### src/rtl/pht_counter_bank_pkg.sv
// ---------------------------------------------------------------------------
// pht_counter_bank_pkg
// Shared definitions for the pattern history table counter bank:
//   - two-bit counter state names (strong/weak taken/not-taken)
//   - clear-sweep FSM state encoding
//   - table geometry shared with the downstream 16:1 prediction mux
// ---------------------------------------------------------------------------
package pht_counter_bank_pkg;

  // Table geometry; the mux select is the branch index, so these must agree
  localparam int PHT_NUM_ENTRIES = 16;
  localparam int PHT_IDX_WIDTH   = 4;

  // Two-bit saturating counter states; the MSB is the taken prediction
  localparam logic [1:0] STRONG_NT = 2'b00;
  localparam logic [1:0] WEAK_NT   = 2'b01;
  localparam logic [1:0] WEAK_T    = 2'b10;
  localparam logic [1:0] STRONG_T  = 2'b11;

  typedef enum logic {
    IDLE  = 1'b0,
    CLEAR = 1'b1
  } fsm_state_t;

endpackage

### src/rtl/pht_counter_bank_if.sv
// ---------------------------------------------------------------------------
// pht_counter_bank_if
// Branch-resolution update handshake into the counter bank.
//   upd_valid : update request
//   upd_idx   : counter to update
//   upd_taken : resolved outcome (1 = taken)
//   upd_ready : bank can accept an update this cycle
// master = the branch resolution unit, slave = the counter bank.
// ---------------------------------------------------------------------------
interface pht_counter_bank_if #(
  parameter int IDX_WIDTH = 4
);

  logic                 upd_valid;
  logic [IDX_WIDTH-1:0] upd_idx;
  logic                 upd_taken;
  logic                 upd_ready;

  modport master (
    output upd_valid,
    output upd_idx,
    output upd_taken,
    input  upd_ready
  );

  modport slave (
    input  upd_valid,
    input  upd_idx,
    input  upd_taken,
    output upd_ready
  );

endinterface

### src/rtl/pht_counter_bank_sat_counter2.sv
// ---------------------------------------------------------------------------
// sat_counter2
// A single two-bit saturating counter with synchronous load of its initial
// value and increment/decrement enables.
//   clk, rst_n : clock, asynchronous active-low reset (q -> INIT)
//   load       : reload INIT (wins over inc/dec)
//   inc, dec   : step toward STRONG_T / STRONG_NT, holding at the ends
//   q          : current counter state
// ---------------------------------------------------------------------------
module sat_counter2
  import pht_counter_bank_pkg::*;
#(
  parameter logic [1:0] INIT = WEAK_NT
) (
  input  logic       clk,
  input  logic       rst_n,
  input  logic       load,
  input  logic       inc,
  input  logic       dec,
  output logic [1:0] q
);

  always_ff @(posedge clk or negedge rst_n) begin
    if (!rst_n) begin
      q <= INIT;
    end else if (load) begin
      q <= INIT;
    end else if (inc && (q != STRONG_T)) begin
      q <= q + 2'd1;
    end else if (dec && (q != STRONG_NT)) begin
      q <= q - 2'd1;
    end
  end

endmodule

### src/rtl/pht_counter_bank.sv
// ---------------------------------------------------------------------------
// pht_counter_bank
// Pattern history table storage for the two-bit dynamic branch predictor.
// Holds NUM_ENTRIES saturating counters, applies branch-resolution updates,
// runs a one-entry-per-cycle clear sweep and keeps a saturating count of
// mispredicted updates.
//   clk, rst_n    : clock, asynchronous active-low reset
//   upd           : update handshake (slave side)
//   clear_req     : pulse that starts a clear sweep from IDLE
//   busy          : clear sweep in progress
//   counters_flat : counter i on bits [2i+1:2i], feeds the 16:1 mux
//   misp_count    : saturating mispredict count
// ---------------------------------------------------------------------------
module pht_counter_bank
  import pht_counter_bank_pkg::*;
#(
  parameter int         NUM_ENTRIES = PHT_NUM_ENTRIES,
  parameter int         IDX_WIDTH   = PHT_IDX_WIDTH,
  parameter logic [1:0] INIT_STATE  = WEAK_NT,
  parameter int         MISP_WIDTH  = 16
) (
  input  logic                     clk,
  input  logic                     rst_n,
  pht_counter_bank_if.slave        upd,
  input  logic                     clear_req,
  output logic                     busy,
  output logic [2*NUM_ENTRIES-1:0] counters_flat,
  output logic [MISP_WIDTH-1:0]    misp_count
);

  fsm_state_t           state_q, state_d;
  logic [IDX_WIDTH-1:0] sweep_idx_q, sweep_idx_d;
  logic                 ready;
  logic                 accept;
  logic                 clear_start;
  logic                 pred_taken;
  logic                 misp_event;
  logic [NUM_ENTRIES-1:0] load_vec, inc_vec, dec_vec;
  logic [1:0]           cnt [NUM_ENTRIES];
  logic [MISP_WIDTH-1:0] misp_q;

  assign upd.upd_ready = ready;
  assign misp_count    = misp_q;

  // An update is only taken in IDLE, so updates and sweep writes never
  // target the same counter in the same cycle.
  assign accept      = upd.upd_valid && ready;
  assign clear_start = clear_req && (state_q == IDLE);

  // The prediction made for this branch was the MSB of the stored counter
  // before this update lands.
  assign pred_taken = cnt[upd.upd_idx][1];
  assign misp_event = accept && (pred_taken != upd.upd_taken);

  // FSM state and sweep index registers
  always_ff @(posedge clk or negedge rst_n) begin
    if (!rst_n) begin
      state_q     <= IDLE;
      sweep_idx_q <= '0;
    end else begin
      state_q     <= state_d;
      sweep_idx_q <= sweep_idx_d;
    end
  end

  // Next state, handshake/busy outputs and the per-counter load/inc/dec
  // strobes. The sweep leaves CLEAR right after writing the last entry, so
  // busy is high for exactly NUM_ENTRIES cycles.
  always_comb begin
    state_d     = state_q;
    sweep_idx_d = sweep_idx_q;
    busy        = 1'b0;
    ready       = 1'b0;
    load_vec    = '0;
    inc_vec     = '0;
    dec_vec     = '0;

    unique case (state_q)
      IDLE: begin
        ready = 1'b1;
        if (clear_req) begin
          state_d     = CLEAR;
          sweep_idx_d = '0;
        end
      end
      CLEAR: begin
        busy                  = 1'b1;
        load_vec[sweep_idx_q] = 1'b1;
        sweep_idx_d           = sweep_idx_q + IDX_WIDTH'(1);
        if (sweep_idx_q == IDX_WIDTH'(NUM_ENTRIES - 1)) begin
          state_d     = IDLE;
          sweep_idx_d = '0;
        end
      end
      default: begin
        state_d = IDLE;
      end
    endcase

    if (accept) begin
      if (upd.upd_taken) begin
        inc_vec[upd.upd_idx] = 1'b1;
      end else begin
        dec_vec[upd.upd_idx] = 1'b1;
      end
    end
  end

  // Mispredict statistics. Starting a sweep zeroes the count, but an update
  // accepted on that same edge is still counted on top of the zero.
  always_ff @(posedge clk or negedge rst_n) begin
    if (!rst_n) begin
      misp_q <= '0;
    end else if (clear_start) begin
      misp_q <= MISP_WIDTH'(misp_event);
    end else if (misp_event && (misp_q != '1)) begin
      misp_q <= misp_q + MISP_WIDTH'(1);
    end
  end

  // Counter array, exposed flat for the prediction mux
  for (genvar i = 0; i < NUM_ENTRIES; i++) begin : g_cnt
    sat_counter2 #(
      .INIT (INIT_STATE)
    ) u_cnt (
      .clk   (clk),
      .rst_n (rst_n),
      .load  (load_vec[i]),
      .inc   (inc_vec[i]),
      .dec   (dec_vec[i]),
      .q     (cnt[i])
    );
    assign counters_flat[2*i +: 2] = cnt[i];
  end

endmodule

### src/flat_wrapper.sv
// flat-port wrapper written by rule: the top's interface ports become plain ports
module pht_counter_bank_flat import pht_counter_bank_pkg::*;
#(
  parameter int         NUM_ENTRIES = PHT_NUM_ENTRIES,
  parameter int         IDX_WIDTH   = PHT_IDX_WIDTH,
  parameter logic [1:0] INIT_STATE  = WEAK_NT,
  parameter int         MISP_WIDTH  = 16
)
  (clk, rst_n, clear_req, busy, counters_flat, misp_count, upd_upd_valid, upd_upd_idx, upd_upd_taken, upd_upd_ready);
  pht_counter_bank_if #(.IDX_WIDTH(IDX_WIDTH)) upd_i ();
  input  logic clk;
  input  logic rst_n;
  input  logic clear_req;
  output logic busy;
  output logic [2*NUM_ENTRIES-1:0] counters_flat;
  output logic [MISP_WIDTH-1:0] misp_count;
  input wire logic [$bits(upd_i.upd_valid)-1:0] upd_upd_valid;
  input wire logic [$bits(upd_i.upd_idx)-1:0] upd_upd_idx;
  input wire logic [$bits(upd_i.upd_taken)-1:0] upd_upd_taken;
  output wire logic [$bits(upd_i.upd_ready)-1:0] upd_upd_ready;
  assign upd_i.upd_valid = upd_upd_valid;
  assign upd_i.upd_idx = upd_upd_idx;
  assign upd_i.upd_taken = upd_upd_taken;
  assign upd_upd_ready = upd_i.upd_ready;
  pht_counter_bank #(.NUM_ENTRIES(NUM_ENTRIES), .IDX_WIDTH(IDX_WIDTH), .INIT_STATE(INIT_STATE), .MISP_WIDTH(MISP_WIDTH)) u_core (.clk(clk), .rst_n(rst_n), .upd(upd_i), .clear_req(clear_req), .busy(busy), .counters_flat(counters_flat), .misp_count(misp_count));
endmodule
### config.mk
export PLATFORM = sky130hd
export DESIGN_NAME = pht_counter_bank_flat
export DESIGN_NICKNAME = d
export VERILOG_FILES = /design/src/rtl/pht_counter_bank_pkg.sv /design/src/rtl/pht_counter_bank_if.sv /design/src/rtl/pht_counter_bank_sat_counter2.sv /design/src/rtl/pht_counter_bank.sv /design/src/flat_wrapper.sv
export SDC_FILE = /design/constraint.sdc
export NUM_CORES = 1
export LEC_CHECK = 0
export CAP_MARGIN = 20
export CORE_AREA = 2 2 74 111
export DETAILED_ROUTE_END_ITERATION = 7
export DIE_AREA = 0 0 76 113
export PLACE_DENSITY = 0.67
export SLEW_MARGIN = 20
export SYNTH_ARGS = -nofsm -noshare
export SYNTH_HDL_FRONTEND = slang
export SYNTH_SLANG_ARGS = --single-unit
### constraint.sdc
create_clock -name clk -period 3.32 [get_ports clk]
set_input_delay 0.664 -clock clk [delete_from_list [all_inputs] [get_ports clk]]
set_output_delay 0.664 -clock clk [all_outputs]
set_load 0.01 [all_outputs]
==> results.md, run 1 <==
| Metric | This run | Unit |
| --- | --- | --- |
| Total I/O pin count | 59 | - |
| TritonCTS clock tree | built | - |
| Clock power frac | 21.1 | % |
| Synthesized area | 3350 | µm² |
| Final global-route overflow total | 0 | - |
| Maximum vdd ir drop | 0.319 | mV |
| Maximum buffer depth of the clock tree | 2 | - |
| Register bit total from synthesis | 53 | - |
| Fin worst setup slack | 369 | ps |
| Yosys warns | 0 | - |
| Data arrival, critical path | 3170 | ps |
| Horiz. Die Dim | 76 | µm |
| Unrepaired setup endpoints after global routing | no | - |
| Type of the tightest min-delay check | primary input to asynchronous set/reset pin | - |
| Antenna diode instance count | 0 | - |
| Total met2 wirelength after detailed routing | 4.87 | mm |
| Ys async rst share | 100 | % |
| Post-placement setup slack | 102 | ps |
| Global-route usage over all layers | 22.2 | % |
| Power per cell area | 582 | nW/µm² |
| Number of rows created at floorplan | 39 | - |
| Met3 Routed Length | 441 | µm |
| Post-route cell area | 4170 | µm² |
| Seq/Total Area, Yosys | 40.2 | % |
| Effective utilization at floorplan | 44.3 | % |
| Post-CTS setup-driven buffer insertion count | 0 | - |
| Flop pwr share | 43.6 | % |
| Gate count of the mapped netlist | 402 | - |
| Highest achievable clock rate | 339 | MHz |
| Largest driver fanout on the critical path | 14 | - |
| Post-synthesis net count | 416 | - |
| Vias in the first global route | 3,143 | - |
| Final clock skew | 5.85 | ps |
| Share of the clock period used by the worst path | 88.9 | % |
| Path type of the worst setup path | primary input to flip-flop | - |
| Mean instance size in the synthesized netlist | 8.34 | µm² |
| Number of input and output port buffers inserted | 58 | - |
| Number of distinct standard cells referenced by the synthesized netlist | 52 | - |
| Initial drt markers | 126 | - |
| Remaining routing DRC violations | 0 | - |
| CTS resizes | 0 | - |
| Highest metal used | met4 | - |
| Dpl cell area | 4030 | µm² |
| Share of Yosys cell area claimed by the top area cell type | 27.6 | % |
| Vias per inst | 5.91 | - |
| Clock H-tree levels | 2 | - |
| Post-layout nets | 469 | - |
| Vertical extent of the die | 113 | µm |
| Area leader, netlist | sky130_fd_sc_hd__dfrtp_1 | - |
| Result of the run | finished, final reports clean | - |
| Routed via count | 3,295 | - |
| Portion of total power attributed to combinational logic | 35.3 | % |
| Clock-pin slew of the registers on the worst-case setup and hold paths | 70 | ps |
| Maximum number of pins on one net before global-route repair | 54 | - |
| Routed wire per std cell | 16.6 | µm |
| Switching power share of the total | 36.5 | % |
| Number of enable flip-flop cells after synthesis | 0 | - |
| Wire length of the first global-routing pass | 15.4 | mm |
| Data required time of the critical path | 3540 | ps |
| Final-layout setup total negative slack | 0 | ps |
| Number of buffers created by CTS | 5 | - |
| Number of maximum-capacitance constraint violations | 0 | - |
| Sum of net half-perimeters after detailed placement | 6.77 | mm |
| Main area contributors after synthesis | sky130_fd_sc_hd__dfrtp_1 (28%), sky130_fd_sc_hd__dfstp_2 (13%), sky130_fd_sc_hd__o21ai_0 (7.0%) | - |
| Static leakage power | 1.62 | nW |
| Metal1 wirelength | 3.70 | mm |
| Number of cells on the worst reg-to-reg path | 7 | - |
| Weighted congestion at the end of routability-driven global placement | 0.881 | - |
| Endpoint of the worst register-to-register path | u_core.misp_count[15] | - |
| RR Startpoint | u_core.g_cnt[9].u_cnt.q[1] | - |
| Antenna-violating nets left | 0 | - |
| Internal power component | 1.54 | mW |
| Initial antenna violation count | 0 | - |
| Final hold violation count | 0 | - |
| Endpoint kind of the worst setup timing path | flip-flop | - |
| Die Area | 8590 | µm² |
| Total length of routed wires | 9.27 | mm |
| Worst max-slew margin expressed relative to the limit | 44.3 | % |
| Sink count of the clock tree | 53 | - |
| Core Footprint | 7560 | µm² |
| Setup crit start kind | primary input | - |
| Net Switching | 0.886 | mW |
| Slew at the pin with the worst max-slew slack | 830 | ps |
| Commonest register cell after synthesis | sky130_fd_sc_hd__dfrtp_1 | - |
| Ratio of cells with drive above 1 in the final layout | 9.21 | % |
| Post-Route Hold Slack | 493 | ps |
| Overall power after layout | 2.43 | mW |
| Clock insertion delay at the later pin of the skew report | 300 | ps |
| Cts-stage hold buffer count | 0 | - |
| Final count of negative-setup-slack endpoints | 0 | - |
| R2R Setup Slk | 950 | ps |
| Root Buffer | sky130_fd_sc_hd__clkbuf_16 | - |
| Clock period minus worst slack | 2950 | ps |
| Max-slew violation count | 0 | - |
| Synthesis-to-finish area growth | 24.3 | % |
| Total iterations of the first detailed-routing run | 5 | - |
==> worst max-delay path, cell delays in order <==
cell and delay (ps):
sky130_fd_sc_hd__clkdlybuf4s50_1 510, sky130_fd_sc_hd__buf_4 190, sky130_fd_sc_hd__mux4_2 520, sky130_fd_sc_hd__mux2i_1 180
sky130_fd_sc_hd__mux2i_1 250, sky130_fd_sc_hd__nor2_1 60, sky130_fd_sc_hd__buf_4 170, sky130_fd_sc_hd__or4_1 470
sky130_fd_sc_hd__a21oi_1 150
==> routing by layer <==
metal / GRT usage (%) / up-vias
met3: 2.87 / 18
li1: - / 1593
met4: 9.33 / 0
met5: 0 / -
met1: 25.6 / 1591
met2: 41.2 / 93
==> cell usage after synthesis (all sizes together), types with 2 or more instances <==
library cell / n
o31ai: 5
o21ai: 47
and3: 7
o221ai: 2
ha: 5
a21boi: 5
dfstp: 16
nor2: 38
a21oi: 26
a211o: 5
a41o: 6
a211oi: 3
mux2i: 4
nor3: 16
clkbuf: 18
or4: 4
inv: 7
nand2: 51
o211ai: 3
o21a: 2
a311oi: 2
o2111ai: 6
a31oi: 5
or2: 5
buf: 7
nand2b: 7
mux4: 4
dfrtp: 37
o311ai: 3
o41ai: 2
and2: 2
nand3: 24
nor2b: 6
nor3b: 2
nand4: 9
==> worst max path at each step <==
stage	from	depth (start not counted)	endpoint	slack, ps
after detailed placement	upd_upd_idx[0]	9	u_core.misp_count[9]	100
after floorplan	upd_upd_idx[0]	8	u_core.misp_count[2]	760
after global placement	upd_upd_idx[0]	9	u_core.misp_count[9]	140
after global routing	upd_upd_idx[0]	9	u_core.misp_count[4]	170
after CTS	upd_upd_idx[0]	9	u_core.misp_count[9]	390
final	upd_upd_idx[0]	9	u_core.misp_count[4]	370
==> registers in the layout (all words and copies together) (netlist names) <==
name,count
u_core.sweep_idx_q,4
u_core.misp_count,16
u_core.g_cnt.u_cnt.q,32
u_core.state_q,1
==> through the flow <==
step / std cells / util (%)
floorplan: 402 / -
global placement: 550 / 53.3
detailed placement: 550 / 53.3
CTS: 558 / 55.1
global route: 558 / 55.1
finish: 558 / 55.1
==> area by class of cell <==
class,count,area (µm²)
fillers,710,3400
multi-input cells,317,1860
flip-flops and latches,53,1350
repair buffers,71,673
clock buffers,8,136
well taps,102,128
inverters,7,26.3
==> power by group through the flow <==
stage | Sequential, mW | Clock, mW | Combinational (mW)
after floorplan | 1.03 | 0 | 0.458
after global placement | 1.07 | 0 | 0.845
after detailed placement | 1.06 | 0 | 0.858
after CTS | 1.06 | 0.530 | 0.861
after global routing | 1.09 | 0.553 | 0.948
final | 1.06 | 0.513 | 0.856
==> logic make-up after synthesis <==
group / after synthesis / share of synthesized area (%)
simple gates: 176 / 25.1
compound gates: 127 / 24.2
flops: 53 / 40.2
buf+inv: 32 / 4.40
mux: 9 / 4.33
fa+ha+maj: 5 / 1.87
==> placed cells by master, fill, tap and decap left out, types with 3 or more instances in the layout <==
cell type,count
sky130_fd_sc_hd__a211o_1,5
sky130_fd_sc_hd__a211oi_1,3
sky130_fd_sc_hd__a21boi_0,5
sky130_fd_sc_hd__a21oi_1,26
sky130_fd_sc_hd__a31oi_1,5
sky130_fd_sc_hd__a41o_1,6
sky130_fd_sc_hd__and3_1,7
sky130_fd_sc_hd__buf_4,13
sky130_fd_sc_hd__clkbuf_1,3
sky130_fd_sc_hd__clkbuf_16,5
sky130_fd_sc_hd__clkdlybuf4s50_1,57
sky130_fd_sc_hd__dfrtp_1,37
sky130_fd_sc_hd__dfstp_2,16
sky130_fd_sc_hd__ha_1,5
sky130_fd_sc_hd__inv_1,7
sky130_fd_sc_hd__mux2i_1,4
sky130_fd_sc_hd__mux4_2,3
sky130_fd_sc_hd__nand2_1,51
sky130_fd_sc_hd__nand2b_1,7
sky130_fd_sc_hd__nand3_1,24
sky130_fd_sc_hd__nand4_1,9
sky130_fd_sc_hd__nor2_1,38
sky130_fd_sc_hd__nor2b_1,6
sky130_fd_sc_hd__nor3_1,16
sky130_fd_sc_hd__o2111ai_1,6
sky130_fd_sc_hd__o211ai_1,3
sky130_fd_sc_hd__o21ai_0,47
sky130_fd_sc_hd__o31ai_1,5
sky130_fd_sc_hd__or2_2,4
sky130_fd_sc_hd__or4_1,4
(Power assumes the default switching activity.)
==> run 2: changes to the inputs <==
SLEW_MARGIN = 15   (was 20)
==> results of run 2 <==
Final layout, timing and power as in run 1 (identical DEF).
==> run 3: changes to the inputs <==
CTS_CLUSTER_DIAMETER = 40   (was unset)
GPL_TIMING_DRIVEN = 0   (was unset)
PLACE_DENSITY = 0.68   (was 0.67)
==> run 3 against run 2 <==
  * Design area up 0.87%
  * Sequential share of layout area down 0.28 points
  * Wire length grew 7.1%
  * Combinational power up 7.1%
  * Fmax decreased by 1.6%
  * Critical path type unchanged
==> results.md, run 3 (synthesis gave the netlist of run 1 again) <==
| Metric | This run | Unit |
| --- | --- | --- |
| Result of the run | finished, final reports clean | - |
| Root Buffer | sky130_fd_sc_hd__clkbuf_16 | - |
| Cts-stage hold buffer count | 0 | - |
| Most frequent cells in the layout | sky130_fd_sc_hd__clkdlybuf4s50_1 (57), sky130_fd_sc_hd__nand2_1 (51), sky130_fd_sc_hd__o21ai_0 (47) | - |
| Weighted congestion at the end of routability-driven global placement | 0.859 | - |
| Final hold violation count | 0 | - |
| Longest individual stage delay on the worst path | 520 | ps |
| Vias per inst | 5.93 | - |
| Dpl cell area | 4060 | µm² |
| Util after Layout | 55.6 | % |
| Core Footprint | 7560 | µm² |
| Total I/O pin count | 59 | - |
| Share of the clock period used by the worst path | 90.4 | % |
| Data arrival, critical path | 3180 | ps |
| Global-route usage over all layers | 23.0 | % |
| Number of input and output port buffers inserted | 58 | - |
| Placed Cells incl. Taps | 562 | - |
| Power per cell area | 591 | nW/µm² |
| Worst-path cell chain | clkdlybuf4s50_1 > buf_6 > mux4_2 > mux2i_1 > mux2_1 > nor2_1 > buf_4 > nor3_1 > mux2i_1 | - |
| Antenna diode instance count | 0 | - |
| Initial antenna violation count | 0 | - |
| Number of filler instances in the final layout | 705 | - |
| Clock H-tree levels | 2 | - |
| Routed wire per std cell | 17.4 | µm |
| Largest driver fanout on the critical path | 10 | - |
| Initial drt markers | 135 | - |
| Maximum number of pins on one net before global-route repair | 54 | - |
| Leading cell type in the layout, fill and taps excluded | sky130_fd_sc_hd__clkdlybuf4s50_1 | - |
| Final global-route overflow total | 0 | - |
| Path type of the worst setup path | primary input to flip-flop | - |
| Routed via count | 3,382 | - |
| Post-CTS setup-driven buffer insertion count | 0 | - |
| Post-route cell area | 4200 | µm² |
| Sink count of the clock tree | 53 | - |
| Number of rows created at floorplan | 39 | - |
| Highest achievable clock rate | 333 | MHz |
| Final count of negative-setup-slack endpoints | 0 | - |
| Largest reg by FF count | u_core.g_cnt.u_cnt.q | - |
| Final clock skew | 7.30 | ps |
| Total length of routed wires | 9.93 | mm |
| Static leakage power | 1.61 | nW |
| Type of the tightest min-delay check | primary input to asynchronous set/reset pin | - |
| Die Area | 8590 | µm² |
| Final-layout setup total negative slack | 0 | ps |
| Slew at the pin with the worst max-slew slack | 827 | ps |
| Number of buffers created by CTS | 5 | - |
| Ratio of cells with drive above 1 in the final layout | 7.48 | % |
| Vias in the first global route | 3,182 | - |
| Fin cells | 570 | - |
| CTS resizes | 0 | - |
| Data required time of the critical path | 3500 | ps |
| Clock insertion delay at the later pin of the skew report | 300 | ps |
| Number of maximum-capacitance constraint violations | 0 | - |
| Most numerous cell on the critical path | sky130_fd_sc_hd__mux2i_1 | - |
| Remaining routing DRC violations | 0 | - |
| Clock period minus worst slack | 3000 | ps |
| Maximum buffer depth of the clock tree | 2 | - |
| Sum of net half-perimeters after detailed placement | 7.36 | mm |
| TritonCTS clock tree | built | - |
| Max-slew violation count | 0 | - |
| Post-layout nets | 481 | - |
| Fin worst setup slack | 320 | ps |
| Setup crit start kind | primary input | - |
| Worst max-slew margin expressed relative to the limit | 44.5 | % |
| Synthesis-to-finish area growth | 25.4 | % |
| Maximum vdd ir drop | 0.407 | mV |
| Total iterations of the first detailed-routing run | 5 | - |
| Endpoint kind of the worst setup timing path | flip-flop | - |
| Number of flip-flops under the largest register name | 32 | - |
| Critical-path top delay cell | sky130_fd_sc_hd__clkdlybuf4s50_1 | - |
| Number of cells on the worst reg-to-reg path | 7 | - |
| Post-placement setup slack | 50.6 | ps |
| Clock-pin slew of the registers on the worst-case setup and hold paths | 70 | ps |
| Antenna-violating nets left | 0 | - |
| Effective utilization at floorplan | 44.3 | % |
| Unrepaired setup endpoints after global routing | no | - |
| Wire length of the first global-routing pass | 15.9 | mm |
| Horiz. Die Dim | 76 | µm |
| Vertical extent of the die | 113 | µm |
==> run 3: cell count changes in the layout (fill, tap and decap cells not counted) <==
cell	previous run	this run
sky130_fd_sc_hd__buf_6	0	3
sky130_fd_sc_hd__clkbuf_8	0	1
sky130_fd_sc_hd__buf_1	0	2
sky130_fd_sc_hd__buf_4	13	2
sky130_fd_sc_hd__clkbuf_1	3	20
==> run 3: path summary, 6_finish.rpt <==
check	startpoint	to	slack, ps
setup reg to reg	u_core.g_cnt[11].u_cnt.q[1]	u_core.misp_count[6]	890
min in group clk	u_core.g_cnt[6].u_cnt.q[0]	u_core.g_cnt[6].u_cnt.q[0]	540
setup / recovery	upd_upd_idx[0]	u_core.misp_count[6]	320
hold / removal	rst_n	u_core.misp_count[6]	400
max in group asynchronous	rst_n	u_core.g_cnt[9].u_cnt.q[1]	2450
hold reg to reg	u_core.g_cnt[6].u_cnt.q[0]	u_core.g_cnt[6].u_cnt.q[0]	540
==> run 3: layout make-up <==
| class | instances | area, µm² | share of cell area, % |
|---|---|---|---|
| Inverter | 7 | 26.3 | 0.625 |
| Timing Repair Buffer | 58 | 578 | 13.7 |
| Tap cell | 102 | 128 | 3.04 |
| Buffer | 25 | 121 | 2.89 |
| Multi-Input combinational cell | 317 | 1860 | 44.2 |
| Sequential cell | 53 | 1350 | 32.0 |
| Clock buffer | 8 | 146 | 3.48 |
==> run 3: where the power goes <==
| group | internal [mW] | switching [mW] |
|---|---|---|
| clock network | 0.302 | 0.236 |
| registers | 0.824 | 0.205 |
| logic | 0.439 | 0.478 |
| total | 1.56 | 0.919 |
==> run 3: per-layer routing <==
layer  wire [µm]  global-route usage (%)
met2        5210                    42.6
met3         450                    3.35
met4         331                    11.2
met1        3940                    25.9
met5           0                       0
==> run 3: per-stage QoR <==
| step | power (mW) | hold WS (ps) |
|---|---|---|
| global placement | 1.92 | 512 |
| floorplan | 1.49 | 368 |
| CTS | 2.49 | 440 |
| global route | 2.62 | 476 |
| finish | 2.48 | 399 |
| detailed placement | 1.94 | 530 |
==> run 3: critical path: cells and delay by family <==
kind,cells,cell delay [ps]
multiplexers,4,1170
buffers and inverters,3,930
AND/OR/NAND/NOR,2,410
